## src/rtl/fetch_stage.sv

```systemverilog
// Instruction fetch stage: one-outstanding-request imem master feeding a single-entry IF/ID buffer.
// Define FETCH_PERF_CNT_EN to add the perf_fetch_cnt / perf_drop_cnt counters.
module fetch_stage #(
    parameter int unsigned  DATA_WIDTH = 32,
    parameter logic [31:0]  RESET_PC   = 32'h0000_0000
) (
    input  logic                  clk,
    input  logic                  rst,

    input  logic                  StallF,
    input  logic                  PCSrcE,
    input  logic [DATA_WIDTH-1:0] PCTargetE,

    output logic                  imem_req,
    output logic [DATA_WIDTH-1:0] imem_addr,
    input  logic                  imem_gnt,
    input  logic                  imem_rvalid,
    input  logic [DATA_WIDTH-1:0] imem_rdata,

    output logic [DATA_WIDTH-1:0] instrF,
    output logic [DATA_WIDTH-1:0] PCF,
    output logic [DATA_WIDTH-1:0] PCPlus4F,
    output logic                  FetchValidF
`ifdef FETCH_PERF_CNT_EN
    ,
    output logic [31:0]           perf_fetch_cnt,
    output logic [31:0]           perf_drop_cnt
`endif
);

    typedef enum logic [1:0] {
        S_REQ  = 2'd0,
        S_WAIT = 2'd1,
        S_DROP = 2'd2
    } state_t;

    state_t                state_q;
    logic [DATA_WIDTH-1:0] pc_q;
    logic [DATA_WIDTH-1:0] inflight_pc_q;
    logic [DATA_WIDTH-1:0] buf_instr_q;
    logic [DATA_WIDTH-1:0] buf_pc_q;
    logic                  buf_valid_q;

    logic                  fire;
    logic                  load;
    logic                  drop;
    logic [DATA_WIDTH-1:0] target_aligned;
    logic                  unused_target_lsbs;

    assign target_aligned     = {PCTargetE[DATA_WIDTH-1:2], 2'b00};
    assign unused_target_lsbs = ^PCTargetE[1:0];

    // Hold off a new request while a stalled entry is still sitting in the buffer.
    assign imem_req  = !rst && (state_q == S_REQ) && (!buf_valid_q || !StallF);
    assign imem_addr = pc_q;
    assign fire      = imem_req && imem_gnt;

    assign load = (state_q == S_WAIT) && imem_rvalid && !PCSrcE;
    assign drop = imem_rvalid && ((state_q == S_DROP) || ((state_q == S_WAIT) && PCSrcE));

    always_ff @(posedge clk) begin
        if (rst) begin
            state_q       <= S_REQ;
            pc_q          <= RESET_PC;
            inflight_pc_q <= '0;
        end else begin
            unique case (state_q)
                S_REQ: begin
                    if (fire) begin
                        inflight_pc_q <= pc_q;
                        state_q       <= PCSrcE ? S_DROP : S_WAIT;
                    end
                end
                S_WAIT: begin
                    if (imem_rvalid) begin
                        state_q <= S_REQ;
                    end else if (PCSrcE) begin
                        state_q <= S_DROP;
                    end
                end
                S_DROP: begin
                    if (imem_rvalid) begin
                        state_q <= S_REQ;
                    end
                end
                default: state_q <= S_REQ;
            endcase

            if (PCSrcE) begin
                pc_q <= target_aligned;
            end else if (fire) begin
                pc_q <= pc_q + DATA_WIDTH'(4);
            end
        end
    end

    always_ff @(posedge clk) begin
        if (rst) begin
            buf_valid_q <= 1'b0;
            buf_instr_q <= '0;
            buf_pc_q    <= '0;
        end else if (PCSrcE) begin
            buf_valid_q <= 1'b0;
        end else if (load) begin
            buf_valid_q <= 1'b1;
            buf_instr_q <= imem_rdata;
            buf_pc_q    <= inflight_pc_q;
        end else if (buf_valid_q && !StallF) begin
            buf_valid_q <= 1'b0;
        end
    end

    assign instrF      = buf_valid_q ? buf_instr_q : '0;
    assign PCF         = buf_valid_q ? buf_pc_q : '0;
    assign PCPlus4F    = buf_valid_q ? (buf_pc_q + DATA_WIDTH'(4)) : '0;
    assign FetchValidF = buf_valid_q;

`ifdef FETCH_PERF_CNT_EN
    always_ff @(posedge clk) begin
        if (rst) begin
            perf_fetch_cnt <= '0;
            perf_drop_cnt  <= '0;
        end else begin
            if (load) perf_fetch_cnt <= perf_fetch_cnt + 32'd1;
            if (drop) perf_drop_cnt  <= perf_drop_cnt + 32'd1;
        end
    end
`else
    logic unused_drop;
    assign unused_drop = drop;
`endif

endmodule

```

## config.mk

```make
export PLATFORM = sky130hd
export DESIGN_NAME = fetch_stage
export DESIGN_NICKNAME = d
export VERILOG_FILES = /design/src/rtl/fetch_stage.sv
export SDC_FILE = /design/constraint.sdc
export NUM_CORES = 1
export LEC_CHECK = 0
export CORE_MARGIN = 8
export CORE_UTILIZATION = 51
export CTS_CLUSTER_SIZE = 10
export DETAILED_ROUTE_END_ITERATION = 8
export PLACE_DENSITY = 0.87
export SYNTH_ARGS = -nofsm -noshare
export SYNTH_HDL_FRONTEND = slang
export SYNTH_SLANG_ARGS = --single-unit
```

## constraint.sdc

```tcl
create_clock -name clk -period 4.2 [get_ports clk]
set_clock_uncertainty 0.05 [all_clocks]
set_input_delay 0.84 -clock clk [delete_from_list [all_inputs] [get_ports clk]]
set_output_delay 0.84 -clock clk [all_outputs]
set_load 0.1 [all_outputs]
```

==> metrics.txt <==
n_diodes=0; starting density of the core=0.513; worst slew pin tran=1010 ps; layout net count=roughly 1,100; Clk Latency, worst-skew pair=410 ps; Async S/R FF share, synth=0; die height=128 µm; clk slew on worst S/H paths=50 ps; DRT iter0 DRCs=695; Port Buffer Count=around 190; final setup vio count=0; GRT Total Usage=0.234; Area Overhead vs Synth=43.2%; Routability Congestion=0.852; post-synth cell types=47; hold crit path type=flop to flop; Setup crit end kind=output pin; combinational power share=0.133; Finished Layout Cells=roughly 1,200; Synth Area per Inst=~7.4 µm²; Hold Buf Count CTS=0; largest net degree at the start of global routing=71; hold_ws=398 ps; register bit total from synthesis=125; Switching Fraction=0.263; sw power=869 µW; DR pass1 iterations=5; cell with the most instances after synthesis=nand2_1; TritonCTS clock tree=yes; final slew viol count=0; Fin Setup TNS=0 ps; grt total ovfl=0; # DRC=0; htree depth=4; HPWL after detailed placement=~14,000 µm; Final Worst Setup Slack=346 ps; Inserted Clock Buffers=17; Final period util=0.918; antenna violations before repair=0; RSZ-0062 raised after global routing=false; Post-CTS Setup Inserts=0; cells on worst reg2reg path=4; Routed Antenna Nets=0; Slew headroom=0.325; clock tree buffer depth=2; critical path data arrival time=between 2000 and 3000 ps; Reg-to-Reg End=imem_addr[25]; clock power share=0.480; dpl cells=about 1,200; top cells by count, synth=nand2_1 (213), dfxtp_1 (125), a21oi_1 (106), and2_1 (68), clkbuf_1 (57); Rows=41; post-synthesis instance total=between 800 and 900; Static Leak=3.22 nW; worst r2r src=imem_addr[9]; worst reg2reg setup slack=1600 ps; hold path depth=2; Vias/cell=roughly 5.6; EDFF count, synth=0; Worst Setup SP=buf_pc_q[2]; Hold Vio Cnt, Final=0; Hold EP=buf_instr_q[22]; WL per Instance=16.1 µm; Seq/Total Area, Yosys=0.393; max cap viols=0; clk root buf=clkbuf_16; WP data required=around 3300 ps; via count=about 6,700; Synth Flop Type=dfxtp_1; Die W=128 µm; CTS-repair resized insts=0; die area=16,300 µm²; Mapped Area=6370 µm²; worst slack, placed=around 800 ps; largest cells by area after synthesis=dfxtp_1 (39%), nand2_1 (13%), a21oi_1 (8.3%); first-pass GRT wire length=31,500 µm; fin util=0.734; maximum VDD drop=227 µV; share of cells above drive strength 1=0.150; Sequential Power Share=0.387; HP Start=buf_instr_q[22]; total routed wirelength=19,500 µm; minimum clock period after layout=3850 ps; CP max FO=14; vias in the first global route=roughly 6,300; Core Area=12,400 µm²; Synth area leader=dfxtp_1; number of warnings issued by yosys=0; Startpoint Class=flop; TritonCTS Sinks=125; I/O pin total=200; internal power=2.43 mW; pwr dens=362 nW/µm²; status=finished clean; area share of the largest cell type after synthesis=0.393; critical path class=flop to output pin; Max Fclk=259 MHz
final cells by class:
| class | count | area [µm²] |
|---|---|---|
| clock buffer | 22 | 494 |
| clock inverter | 10 | 159 |
| fill | 963 | 3300 |
| inverter | 13 | 48.8 |
| multi-input combinational | 662 | 3570 |
| sequential | 125 | 2500 |
| tap | 172 | 215 |
| timing repair buffer | 203 | 2130 |
worst max-delay path by stage:
stage / endpoint / slack [ps] / depth (start not counted)
after floorplan: PCPlus4F[24] / 50 / 6
after global placement: PCPlus4F[30] / 870 / 6
after detailed placement: PCPlus4F[30] / 800 / 6
after CTS: PCPlus4F[30] / 350 / 6
after global routing: PCPlus4F[30] / 230 / 6
final: PCPlus4F[30] / 350 / 6
registers in the layout, indices dropped and copies added, names as in the netlist:
signal	cells
buf_instr_q	32
state_q	2
imem_addr	30
inflight_pc_q	30
FetchValidF	1
buf_pc_q	30
stage by stage:
step	area (µm²)	power (mW)
after floorplan	6390	1.59
after global placement	8460	1.73
after detailed placement	8460	1.73
after CTS	9120	3.31
after global routing	9120	3.40
final	9120	3.30
critical path: stages, from the launching register on:
cell	delay [ps]
dfxtp_1	430
ha_1	280
nand4_1	160
or4_1	640
or4_1	560
a21oi_1	260
buf_12	220
kinds of logic (layout without fill, tap and decap cells):
logic type      count (synthesis)  after routing  synth area share
flops                         125            125             0.393
mux                             6              6            0.0106
simple gates                  455            455             0.351
compound gates                175            175             0.164
buf+inv                        80            248            0.0521
xor+xnor                       18             18            0.0248
other cells                     1              6          0.000589
fa+ha+maj                       2              2           0.00393
routing by layer:
metal / share of wire / vias up / track usage / wire length (µm)
met2: 0.46 / 302 / 0.371 / 9030
met1: 0.44 / 3078 / 0.304 / 8510
met5: 0 / - / 0 / 0
met4: 0.018 / 0 / 0.0727 / 354
met3: 0.080 / 28 / 0.0611 / 1560
li1: - / 3307 / - / -
cells in the final DEF, fill, tap and decap left out, types with 6 or more instances in the layout:
cell	Yosys	layout
clkbuf_16	0	17
nand3_1	22	22
o21ai_0	15	15
nor2_1	44	42
nor2b_1	6	6
nand4_1	20	20
inv_1	13	13
nor4_1	14	14
nor3_1	16	16
conb_1	1	6
a21oi_1	106	106
o31ai_1	10	9
buf_12	0	29
or3_1	11	11
nand2_1	213	213
mux2_2	6	6
clkdlybuf4s50_1	0	96
xnor2_1	8	8
buf_4	6	78
a211oi_1	8	8
and4_1	11	11
and2_1	68	68
a311oi_1	15	15
xor2_1	10	10
or4_1	10	10
dfxtp_1	125	125
power groups by stage:
stage	Clock, mW	Combinational, mW	Sequential, mW
CTS	1.59	0.437	1.28
global route	1.65	0.461	1.28
detailed placement	0	0.434	1.30
finish	1.58	0.437	1.28
floorplan	0	0.158	1.43
global placement	0	0.430	1.30
(Power assumes the default switching activity.)
